==> src/rtl/phy_mgmt_pkg.sv <==
`default_nettype none
//==============================================================================
// Module : phy_mgmt_pkg
// Brief  : Shared defaults and state encoding for the PHY management arbiter.
// Rev    : 1.0 - initial release
//==============================================================================
package phy_mgmt_pkg;

    localparam int c_def_addr_w  = 9;
    localparam int c_def_data_w  = 32;
    localparam int c_def_timeout = 1024;

    typedef enum logic [1:0] {
        IDLE  = 2'd0,
        ISSUE = 2'd1,
        RESP  = 2'd2
    } state_t;

endpackage : phy_mgmt_pkg
`default_nettype wire

==> src/rtl/rr_grant.sv <==
`default_nettype none
//==============================================================================
// Module : rr_grant
// Brief  : Combinational rotate-priority picker; searches last+1, last+2, ...
// Rev    : 1.0 - initial release
//==============================================================================
module rr_grant #(
    parameter int N     = 3,
    parameter int IDX_W = $clog2(N)
) (
    input  logic [N-1:0]     i_req,
    input  logic [IDX_W-1:0] i_last,
    output logic [N-1:0]     o_grant,
    output logic [IDX_W-1:0] o_index,
    output logic             o_any
);

    logic w_found;

    always_comb begin
        w_found = 1'b0;
        o_grant = '0;
        o_index = '0;
        for (int k = 1; k <= N; k++) begin
            if (!w_found && i_req[(int'(i_last) + k) % N]) begin
                w_found                            = 1'b1;
                o_grant[(int'(i_last) + k) % N]    = 1'b1;
                o_index                            = IDX_W'((int'(i_last) + k) % N);
            end
        end
        o_any = w_found;
    end

endmodule : rr_grant
`default_nettype wire

==> src/rtl/phy_mgmt_arbiter.sv <==
`default_nettype none
//==============================================================================
// Module : phy_mgmt_arbiter
// Brief  : Round-robin arbiter sharing one PHY management Avalon-MM port.
// Rev    : 1.0 - initial release
//==============================================================================
module phy_mgmt_arbiter
    import phy_mgmt_pkg::*;
#(
    parameter int N       = 3,
    parameter int ADDR_W  = c_def_addr_w,
    parameter int DATA_W  = c_def_data_w,
    parameter int TIMEOUT = c_def_timeout
) (
    input  logic                clk,
    input  logic                rst_n,
    input  logic [N-1:0]        req_valid,
    input  logic [N-1:0]        req_write,
    input  logic [N*ADDR_W-1:0] req_address,
    input  logic [N*DATA_W-1:0] req_writedata,
    output logic [N-1:0]        req_ready,
    output logic [N-1:0]        resp_valid,
    output logic [DATA_W-1:0]   resp_readdata,
    output logic                resp_error,
    output logic                busy,
    output logic [ADDR_W-1:0]   mgmt_address,
    output logic                mgmt_read,
    output logic                mgmt_write,
    output logic [DATA_W-1:0]   mgmt_writedata,
    input  logic [DATA_W-1:0]   mgmt_readdata,
    input  logic                mgmt_waitrequest
);

    localparam int                 c_idx_w    = $clog2(N);
    localparam int                 c_cnt_w    = $clog2(TIMEOUT);
    localparam logic [c_cnt_w-1:0] c_cnt_last = c_cnt_w'(TIMEOUT - 1);

    state_t               r_state,  w_state_nx;
    logic [c_idx_w-1:0]   r_last,   w_last_nx;
    logic [c_idx_w-1:0]   r_gidx,   w_gidx_nx;
    logic [N-1:0]         r_grant,  w_grant_nx;
    logic [c_cnt_w-1:0]   r_count,  w_count_nx;
    logic [ADDR_W-1:0]    r_addr,   w_addr_nx;
    logic [DATA_W-1:0]    r_wdata,  w_wdata_nx;
    logic                 r_rd,     w_rd_nx;
    logic                 r_wr,     w_wr_nx;
    logic [N-1:0]         r_ready,  w_ready_nx;
    logic [N-1:0]         r_rvalid, w_rvalid_nx;
    logic [DATA_W-1:0]    r_rdata,  w_rdata_nx;
    logic                 r_err,    w_err_nx;
    logic                 r_busy;

    logic [N-1:0]         w_pick;
    logic [c_idx_w-1:0]   w_pick_idx;
    logic                 w_pick_any;

    rr_grant #(
        .N     (N),
        .IDX_W (c_idx_w)
    ) u_rr_grant (
        .i_req   (req_valid),
        .i_last  (r_last),
        .o_grant (w_pick),
        .o_index (w_pick_idx),
        .o_any   (w_pick_any)
    );

    always_comb begin
        w_state_nx  = r_state;
        w_last_nx   = r_last;
        w_gidx_nx   = r_gidx;
        w_grant_nx  = r_grant;
        w_count_nx  = r_count;
        w_addr_nx   = r_addr;
        w_wdata_nx  = r_wdata;
        w_rd_nx     = r_rd;
        w_wr_nx     = r_wr;
        w_ready_nx  = '0;
        w_rvalid_nx = '0;
        w_rdata_nx  = r_rdata;
        w_err_nx    = r_err;
        case (r_state)
            IDLE: begin
                if (w_pick_any) begin
                    w_gidx_nx  = w_pick_idx;
                    w_grant_nx = w_pick;
                    w_addr_nx  = req_address[int'(w_pick_idx)*ADDR_W +: ADDR_W];
                    w_wdata_nx = req_writedata[int'(w_pick_idx)*DATA_W +: DATA_W];
                    w_wr_nx    = req_write[w_pick_idx];
                    w_rd_nx    = !req_write[w_pick_idx];
                    w_ready_nx = w_pick;
                    w_count_nx = '0;
                    w_state_nx = ISSUE;
                end
            end
            ISSUE: begin
                // Completion wins over timeout when both land in the same cycle.
                if (!mgmt_waitrequest) begin
                    w_rd_nx     = 1'b0;
                    w_wr_nx     = 1'b0;
                    w_rdata_nx  = r_wr ? '0 : mgmt_readdata;
                    w_err_nx    = 1'b0;
                    w_rvalid_nx = r_grant;
                    w_state_nx  = RESP;
                end else if (r_count == c_cnt_last) begin
                    w_rd_nx     = 1'b0;
                    w_wr_nx     = 1'b0;
                    w_rdata_nx  = '0;
                    w_err_nx    = 1'b1;
                    w_rvalid_nx = r_grant;
                    w_state_nx  = RESP;
                end else begin
                    w_count_nx  = r_count + 1'b1;
                end
            end
            RESP: begin
                w_last_nx  = r_gidx;
                w_count_nx = '0;
                w_rdata_nx = '0;
                w_err_nx   = 1'b0;
                w_state_nx = IDLE;
            end
            default: begin
                w_state_nx = IDLE;
            end
        endcase
    end

    always_ff @(posedge clk or negedge rst_n) begin
        if (!rst_n) begin
            r_state  <= IDLE;
            r_last   <= c_idx_w'(N - 1);
            r_gidx   <= '0;
            r_grant  <= '0;
            r_count  <= '0;
            r_addr   <= '0;
            r_wdata  <= '0;
            r_rd     <= 1'b0;
            r_wr     <= 1'b0;
            r_ready  <= '0;
            r_rvalid <= '0;
            r_rdata  <= '0;
            r_err    <= 1'b0;
            r_busy   <= 1'b0;
        end else begin
            r_state  <= w_state_nx;
            r_last   <= w_last_nx;
            r_gidx   <= w_gidx_nx;
            r_grant  <= w_grant_nx;
            r_count  <= w_count_nx;
            r_addr   <= w_addr_nx;
            r_wdata  <= w_wdata_nx;
            r_rd     <= w_rd_nx;
            r_wr     <= w_wr_nx;
            r_ready  <= w_ready_nx;
            r_rvalid <= w_rvalid_nx;
            r_rdata  <= w_rdata_nx;
            r_err    <= w_err_nx;
            r_busy   <= (w_state_nx != IDLE);
        end
    end

    assign req_ready      = r_ready;
    assign resp_valid     = r_rvalid;
    assign resp_readdata  = r_rdata;
    assign resp_error     = r_err;
    assign busy           = r_busy;
    assign mgmt_address   = r_addr;
    assign mgmt_read      = r_rd;
    assign mgmt_write     = r_wr;
    assign mgmt_writedata = r_wdata;

endmodule : phy_mgmt_arbiter
`default_nettype wire
==> config.mk <==
export PLATFORM = sky130hd
export DESIGN_NAME = phy_mgmt_arbiter
export DESIGN_NICKNAME = d
export VERILOG_FILES = /design/src/rtl/phy_mgmt_pkg.sv /design/src/rtl/rr_grant.sv /design/src/rtl/phy_mgmt_arbiter.sv
export SDC_FILE = /design/constraint.sdc
export NUM_CORES = 1
export LEC_CHECK = 0
export ABC_AREA = 1
export BUFFER_PORTS_ARGS = -buffer_cell sky130_fd_sc_hd__buf_2
export CAP_MARGIN = 20
export CORE_UTILIZATION = 30
export CTS_BUF_LIST = sky130_fd_sc_hd__clkbuf_4 sky130_fd_sc_hd__clkbuf_8
export DETAILED_ROUTE_END_ITERATION = 6
export GPL_TIMING_DRIVEN = 0
export PLACE_DENSITY = 0.57
export SLEW_MARGIN = 0
export SYNTH_ARGS = -nofsm -noshare
export SYNTH_HDL_FRONTEND = slang
export SYNTH_SLANG_ARGS = --single-unit
export TNS_END_PERCENT = 5
==> constraint.sdc <==
create_clock -name clk -period 2.5 [get_ports clk]
set_input_delay 0.125 -clock clk [delete_from_list [all_inputs] [get_ports clk]]
set_output_delay 0.125 -clock clk [all_outputs]
set_load 0.005 [all_outputs]
* Word level (Yosys, flattened, before mapping)
Cells that the tools add are included.
** Storage, ports and cells
- Register bits after elaboration :: 102
- Input bits :: 164
- Output and inout port bits :: 83
- Logic and storage cells :: 109
** Cells by class
- Add/sub/neg operators :: 4
- $mul :: 1
- Div/mod/pow operators :: 3
- Magnitude comparators :: 7
- Eq/ne operators :: 7
- Shift-type cells :: 2
- Multiplexer cells :: 52
- Bitwise logic cells :: 2
- Reduce and logical (&&, ||, !) cells :: 17
** Operators with widths (number)
- >= comparator 32 x 1 -> 1 bit, second input constant :: 3
- less-than comparator 32 x 4 -> 1 bit, second input constant :: 3
- remainder unit 32 x 3 -> 32 bit, second input constant :: 3
- two-way mux 32 bit :: 3
- indexed part select 96 x 8 -> 32 bit :: 1
- one-hot mux 32 bit (2 select lines) :: 1
- two-way mux 10 bit :: 3
- one-hot mux 10 bit (3 select lines) :: 1
- indexed part select 27 x 7 -> 9 bit :: 1
- two-way mux 3 bit :: 8
- two-way mux 1 bit :: 19
- two-way mux 2 bit :: 6
- adder 10 x 1 -> 10 bit, second input constant :: 1
- == test 10 bit, second input constant :: 1
- binary-select mux 1 bit (select 2 bit) :: 4
- adder 2 x 2 -> 3 bit, second input constant :: 2
- demux 1 bit (select 2 bit) :: 3
- multiplier 2 x 4 -> 6 bit, second input constant :: 1
- bitwise OR 3 bit :: 2
- one-hot mux 1 bit (2 select lines) :: 3
- nonzero test 2 bit :: 3
- logical AND 1 bit :: 5
- != test 2 bit, second input constant :: 2
- one-hot mux 2 bit (2 select lines) :: 1
- 12 further kinds :: 15

* Longest topological paths before layout
Gate-level depths: netlist of the first run.
- Depth in word-level cells :: 17
- Mapped depth :: 15

* Hierarchy
From an unflattened synthesis of the first run, not the netlist that was laid out.
** Second synthesis, totals
- Cell total of the unflattened synthesis :: 651
- Area total of the unflattened synthesis :: 5256.3 um^2
** By module, submodules not included
- phy_mgmt_arbiter :: times used 1, cells each 591, area an instance 4928.5 um^2, seq. area each 2553.7 um^2
- rr_grant :: times used 1, cells each 60, area an instance 327.8 um^2, seq. area each 0.0 um^2

* Least setup slack after synthesis of the first run
No wires, ideal clock.
- Path kind :: flip-flop to flip-flop
- Start :: register r_last[1]
- End :: register r_wdata[21], in the netlist mgmt_writedata[21]
- Arrival time :: 1.987 ns
- Required time :: 2.377 ns
- Slack :: 0.390 ns
- Stages on the path, launching flop included :: 13
- Buffers on the path :: 1
- Period minus slack after synthesis :: 2.110 ns
- Cells stage by stage :: dfstp_2 > ha_1 > o21ai_1 > nand2_4 > nand2_1 > nand2_1 > nand2_1 > nand2_4 > inv_4 > nor2_8 > buf_4 > a21boi_0 > nand2_1
** On the way
- Word-level cells in the longest chain between the ends :: 13
- Elaborated cells on any way between the ends :: 27
- Those cells by class :: add/sub (3); div (3); shift (1); mux (15); reduce/logical (5)
** RTL lines
- from (decl) :: RTL line phy_mgmt_arbiter.sv:39 : logic [c_idx_w-1:0] r_last, w_last_nx;
- from (signal assigned) :: RTL line phy_mgmt_arbiter.sv:132 : r_last <= c_idx_w'(N - 1);
- from (signal assigned) :: RTL line phy_mgmt_arbiter.sv:147 : r_last <= w_last_nx;
- adder 2 x 1 -> 3 bit :: RTL line rr_grant.sv:25, rr_grant.sv:28
- remainder unit 32 x 3 -> 32 bit :: RTL line rr_grant.sv:25, rr_grant.sv:28
- binary-select mux 1 bit (select 2 bit) :: RTL line rr_grant.sv:25 : if (!w_found && i_req[(int'(i_last) + k) % N]) begin
- two-way mux 1 bit (not written as such) (2 in a row) :: RTL line rr_grant.sv:25
- two-way mux 1 bit :: RTL line rr_grant.sv:25
- zero test 1 bit :: RTL line rr_grant.sv:25
- logical AND 1 bit :: RTL line rr_grant.sv:25
- two-way mux 1 bit :: RTL line rr_grant.sv:25
- zero test 1 bit :: RTL line rr_grant.sv:25
- logical AND 1 bit :: RTL line rr_grant.sv:25
- two-way mux 2 bit or two-way mux 1 bit (tied branches) :: RTL line rr_grant.sv:25
- indexed part select 96 x 8 -> 32 bit or AND reduction 2 bit (tied branches)
- to (signal assigned) :: RTL line phy_mgmt_arbiter.sv:152 : r_wdata <= w_wdata_nx;
- to (decl) :: RTL line phy_mgmt_arbiter.sv:44 : logic [DATA_W-1:0] r_wdata, w_wdata_nx;
Several ways; a longest one is shown, not always the timed one. The select of a mux whose other input is x is not followed.
A chain may end at the register's enable or synchronous reset.

* Final worst setup path of the first run
Ends and elaborated chain as after synthesis.

==> results of run 1 <==
layer usage:
layer | vias to the layer above | share of wire [%] | track usage, %
li1 | 3002 | - | -
met4 | 0 | 1.9 | 6.51
met2 | 177 | 49 | 32.7
met1 | 2777 | 44 | 24.0
met3 | 27 | 5.5 | 4.36
met5 | - | 0 | 0
worst min-delay path, cell delays in order:
cell and delay [ps]:
buf_2 80, o211ai_1 100, nand2_1 70
timing repair:
action,in CTS,in global routing
pin swaps,1,3
hold buffers,42,0
gates resized for setup,1,25
endpoints found under the hold margin,92,0
endpoints found under the setup margin,13,49
buffers inserted,2,6
gates cloned,0,2
cell usage after synthesis:
library cell	number	share of area [%]
nand2_1	162	11
nand3_1	136	12
inv_1	107	7.2
dfrtp_1	101	45
a21oi_1	54	4.8
nor2_1	54	3.6
clkbuf_1	16	1.1
o211ai_1	16	2.2
buf_2	13	1.2
o21ai_0	13	1.2
a21boi_1	9	1.2
a21boi_0	7	0.94
buf_1	5	0.34
ha_1	5	1.1
nor3_1	5	0.45
inv_2	4	0.27
nand2_2	4	0.45
nand4_1	4	0.45
buf_4	3	0.40
buf_6	3	0.61
nand2_4	3	0.61
nand3_2	3	0.54
nor2_4	2	0.40
o21bai_1	2	0.27
xor2_1	2	0.31
a31o_2	1	0.16
and3_1	1	0.11
dfstp_2	1	0.47
inv_4	1	0.11
mux2i_1	1	0.18
nand3b_1	1	0.13
nor2_8	1	0.36
o21ai_1	1	0.090
o21ai_2	1	0.16
or2_2	1	0.11
xnor2_1	1	0.16
cells by family after synthesis:
kind of cell	synth area share, %
compound gates	11.0
xor+xnor	0.471
fa+ha+maj	1.12
buf+inv	11.2
flops	45.8
mux	0.179
simple gates	30.3
final cells by class:
class | instances | area (um^2) | share of cell area (%)
flip-flops and latches | 102 | 2550 | 32.3
multi-input cells | 492 | 2470 | 31.2
repair buffers | 297 | 1740 | 22.0
inverters | 112 | 423 | 5.35
well taps | 229 | 287 | 3.63
plain buffers | 40 | 228 | 2.88
clock buffers | 11 | 151 | 1.92
clock inverters | 5 | 45.0 | 0.570
diodes | 3 | 7.51 | 0.0950
stage by stage:
| step | instance area, um^2 | hold slack [ps] | util (%) | TNS [ps] | cells |
|---|---|---|---|---|---|
| final | 7900 | 18.0 | 43.7 | 0 | 1291 |
| after global routing | 7900 | 20.7 | 43.7 | -31.2 | 1290 |
| after CTS | 7760 | 3.45 | 42.9 | 0 | 1280 |
| after detailed placement | 7130 | 229 | 39.4 | -409 | 1220 |
| after global placement | 7100 | 359 | 39.3 | -404 | 1219 |
| after floorplan | 5580 | -171 | - | 0 | 744 |
state kept, by name, indices dropped and copies added (netlist names), 2 cells and up:
signal          cells
r_last              2
r_state             2
r_gidx              2
resp_readdata      32
r_count            10
mgmt_address        9
req_ready           3
r_grant             3
mgmt_writedata     32
resp_valid          3
power by group through the flow:
stage | registers (uW) | clock network [uW] | logic, uW
floorplan | 2730 | 0 | 3910
global placement | 2670 | 0 | 6020
detailed placement | 2680 | 0 | 6070
CTS | 2660 | 1110 | 6160
global route | 2730 | 1190 | 7210
finish | 2660 | 1070 | 6450
final timing paths:
path	from	endpoint	slack, ps	cells after the start
setup / recovery	r_last[1]$_DFFE_PN1P_	mgmt_writedata[21]$_DFFE_PN0P_	140	14
hold / removal	req_writedata[58]	mgmt_writedata[26]$_DFFE_PN0P_	20	3
setup reg to reg	r_last[1]$_DFFE_PN1P_	mgmt_writedata[21]$_DFFE_PN0P_	140	14
hold reg to reg	r_grant[2]$_DFFE_PN0P_	resp_valid[2]$_DFF_PN0_	480	2
max in group asynchronous	rst_n	r_last[1]$_DFFE_PN1P_	1420	3
min in group asynchronous	rst_n	resp_readdata[23]$_DFFE_PN0P_	310	2
==> metrics.cfg, run 1 <==
[outcome]
status=finished, violations left
violations=design-rule violations

[drt]
post-route-drc-count=16
vias=5983
drt_iter0_drc=324
wl_per_cell_um=14.4
viasPerCell=4.63
firstDrtPassIters=6
wl_mm=18.6
ant_nets=0

[clocking]
cts-htree-levels=3
clock_latency_ps=390
cts.path.max_buffers=2
root_buffer=clkbuf_8
cts_tree=yes
cts_made_buffers=9
clock_sinks=102
clk_pin_slew_worst_paths_ps=110

[global_routing]
grt_max_degree=53
grt-ovfl-total=0
grt_first_pass_wirelength_mm=29.4
antenna_found_initial=3
first_global_vias=5688
gr-usage-all-layers_pct=19.2

[cells_and_area]
final_common_cell=buf_2
area_growth_pct=41.6
drive_gt1_share_pct=30.7
layout_common_cells=buf_2, nand2_1, nand3_1
fill_cells=1885
finalNetCount=1223

[hold_path]
hold_path_class=primary input to flip-flop

[logic_synthesis]
synth-seq-cells=102
synth.net_count=913
syn_avg_cell_area_um2=7.50
synthDistinctLibCells=36
ys_seq_area_share_pct=45.8
synthCells=744
syn-cell-area_um2=5580
yosys_warnings=0

[pwr]
swShare_pct=48.8
ir_drop_mv=0.678
seq_power_share_pct=26.1
clkPwrFrac_pct=10.5
power_leakage_uw=0.00448
p_comb_share_pct=63.3
internal_power_uw=5210
p_per_area_nw_per_um2=1290
switching_power_uw=4970
power.total_uw=10200

[job]
maxCapViolCount=0

[timing]
max_freq_ghz=0.424
setup_ws_ps=140
min_period_ps=2360
tightestPinTransition_ps=709
setup_viol_count_final=0
slew_headroom_pct=52.7
drv_slew=0
hold_viol_final=0
finalCritPeriodShare_pct=94.4
skew_ps=20.9
rsz0062_at_grt=true

[floorplan]
die-area_um2=19200
die_h_um=138
dieWidth_um=138
core_um2=18100
rows=49
initial_core_util_pct=30.9
num_io_pins=247

[critical_path]
worst_path_max_delay_cell=dfstp_2
cp_max_fo=10
start_kind=flip-flop
crit_top_cell=nand2_2
cp-end-kind=flip-flop
path_buf_inv=4
crit_family=simple AND/OR/NAND/NOR gates
cp_slowest_stage_delay_ps=560
crit_type=flip-flop to flip-flop
worstPathRequired_ps=2830
path_cells=buf_4 -> ha_4 -> inv_2 -> nand3_1 -> nand2_2 -> nand2_2 -> nor2_4 -> nand2_2 -> nand2_4 -> inv_4 -> nor2_8 -> buf_6 -> a21boi_0 -> nand2_1
worstPathArrival_ps=2690

[placement]
place_hpwl_mm=13.6
pre_cts_slack_ps=-55.6
port_buffers=246
place.gp.congestion=0.809

Note: power is estimated with default switching activity, not from simulation.
==> run 2: changes to the inputs <==
Settings changed: RECOVER_POWER set to 50.
==> metrics.cfg, run 2 (synthesis results as in run 1) <==
[outcome]
status=finished, violations left
violations=design-rule violations

[floorplan]
core_um2=18100
rows=49
num_io_pins=247
dieWidth_um=138
initial_core_util_pct=30.9
die_h_um=138
die-area_um2=19200

[drt]
post-route-drc-count=16
drt_iter0_drc=329
wl_mm=18.6
vias=5999
ant_nets=0
firstDrtPassIters=7
viasPerCell=4.65
wl_per_cell_um=14.4

[pwr]
clkPwrFrac_pct=10.6
seq_power_share_pct=26.5
power_leakage_uw=0.00428
power.total_uw=10100
p_comb_share_pct=62.9
swShare_pct=49.4
p_per_area_nw_per_um2=1290
ir_drop_mv=0.673
switching_power_uw=4980
internal_power_uw=5110

[critical_path]
worst_path_max_delay_cell=dfstp_2
path_cells=buf_4 -> ha_4 -> inv_2 -> nand3_1 -> nand2_2 -> nand2_2 -> nor2_4 -> nand2_2 -> nand2_4 -> inv_4 -> clkbuf_4 -> nand3_1 -> a21oi_1
crit_type=flip-flop to flip-flop
start_kind=flip-flop
worstPathArrival_ps=2640
crit_family=simple AND/OR/NAND/NOR gates
cp-end-kind=flip-flop
crit_top_cell=nand2_2
cp_slowest_stage_delay_ps=560
cp_max_fo=10
path_buf_inv=4
worstPathRequired_ps=2780

[cells_and_area]
finalNetCount=1223
final_cell_area_um2=7810
final_common_cell=buf_2
instances_no_fill=1291
drive_gt1_share_pct=25.4
area_growth_pct=39.9
fill_cells=1916
layout_common_cells=buf_2, nand2_1, nand3_1

[placement]
place.gp.congestion=0.809
port_buffers=246
place_hpwl_mm=13.6
place_area_um2=7130
dp_cells=1220
pre_cts_slack_ps=-55.6

[timing]
tightestPinTransition_ps=1310
rsz0062_at_grt=true
finalCritPeriodShare_pct=94.3
setup_ws_ps=142
setup_viol_count_final=0
slew_headroom_pct=12.6
drv_slew=0
min_period_ps=2360
max_freq_ghz=0.424
hold_viol_final=0
skew_ps=21.2

[global_routing]
grt_first_pass_wirelength_mm=29.4
grt_max_degree=53
antenna_found_initial=3
grt-ovfl-total=0
first_global_vias=5688
gr-usage-all-layers_pct=19.2

[clocking]
cts-htree-levels=3
cts.path.max_buffers=2
clock_latency_ps=390
clock_sinks=102
root_buffer=clkbuf_8
cts_tree=yes
clk_pin_slew_worst_paths_ps=110
cts_made_buffers=9

[hold_path]
hold_path_class=primary input to flip-flop

[job]
maxCapViolCount=0

[run 2: changes by cell type in the layout (fill, tap and decap cells not counted), sizes merged]
cell    previous run  this run
buf              274       218
clkbuf            32        88
[run 2: power groups by stage]
stage	Sequential (uW)	Combinational, uW	Clock, uW
after floorplan	2730	3910	0
after detailed placement	2680	6070	0
after global routing	2740	7110	1190
after global placement	2670	6020	0
final	2670	6340	1070
after CTS	2660	6160	1110
[run 2: repair_timing]
action                                  4_1_cts  5_1_grt
gates resized for setup                       1       25
endpoints found under the setup margin       13       49
hold buffers                                 42        0
pin swaps                                     1        3
cloned                                        0        2
endpoints found under the hold margin        92        0
setup buffers                                 2        6
[run 2: cell type report]
cell class / instances / area, um^2 / share of cell area [%]
clock inverter: 5 / 45.0 / 0.577
timing repair buffer: 297 / 1650 / 21.1
antenna: 3 / 7.51 / 0.0961
sequential: 102 / 2550 / 32.7
clock buffer: 11 / 151 / 1.94
inverter: 112 / 423 / 5.41
multi-input combinational: 492 / 2470 / 31.6
tap: 229 / 287 / 3.67
buffer: 40 / 228 / 2.92
[run 2: worst register-to-register path: stages, from the launching register on]
cell,delay (ps)
dfstp_2,560
buf_4,130
ha_4,220
inv_2,100
nand3_1,100
nand2_2,110
nand2_2,80
nor2_4,210
nand2_2,130
nand2_4,150
inv_4,90
clkbuf_4,200
nand3_1,130
a21oi_1,70
[run 2: worst paths after layout]
kind	from	end	slack, ps	cells after the start
setup reg to reg	r_last[1]$_DFFE_PN1P_	mgmt_address[0]$_DFFE_PN0P_	140	13
max in group asynchronous	rst_n	mgmt_writedata[1]$_DFFE_PN0P_	460	3
hold reg to reg	r_grant[2]$_DFFE_PN0P_	resp_valid[2]$_DFF_PN0_	480	2
setup / recovery	r_last[1]$_DFFE_PN1P_	mgmt_address[0]$_DFFE_PN0P_	140	13
min in group asynchronous	rst_n	resp_readdata[23]$_DFFE_PN0P_	550	2
hold / removal	req_writedata[58]	mgmt_writedata[26]$_DFFE_PN0P_	20	3
[run 2: per-layer routing]
layer | track usage, % | wire length, um | vias to the layer above
met1 | 24.0 | 8120 | 2784
li1 | - | - | 3007
met4 | 6.51 | 351 | 0
met5 | 0 | 0 | -
met3 | 4.36 | 1010 | 26
met2 | 32.7 | 9130 | 182
[run 2: through the flow]
step	util [%]	hold slack (ps)	setup TNS [ps]
after floorplan	-	-171	0
after global placement	39.3	359	-404
after detailed placement	39.4	229	-409
after CTS	42.9	3.45	0
after global routing	43.2	20.7	-31.2
final	43.2	18.6	0
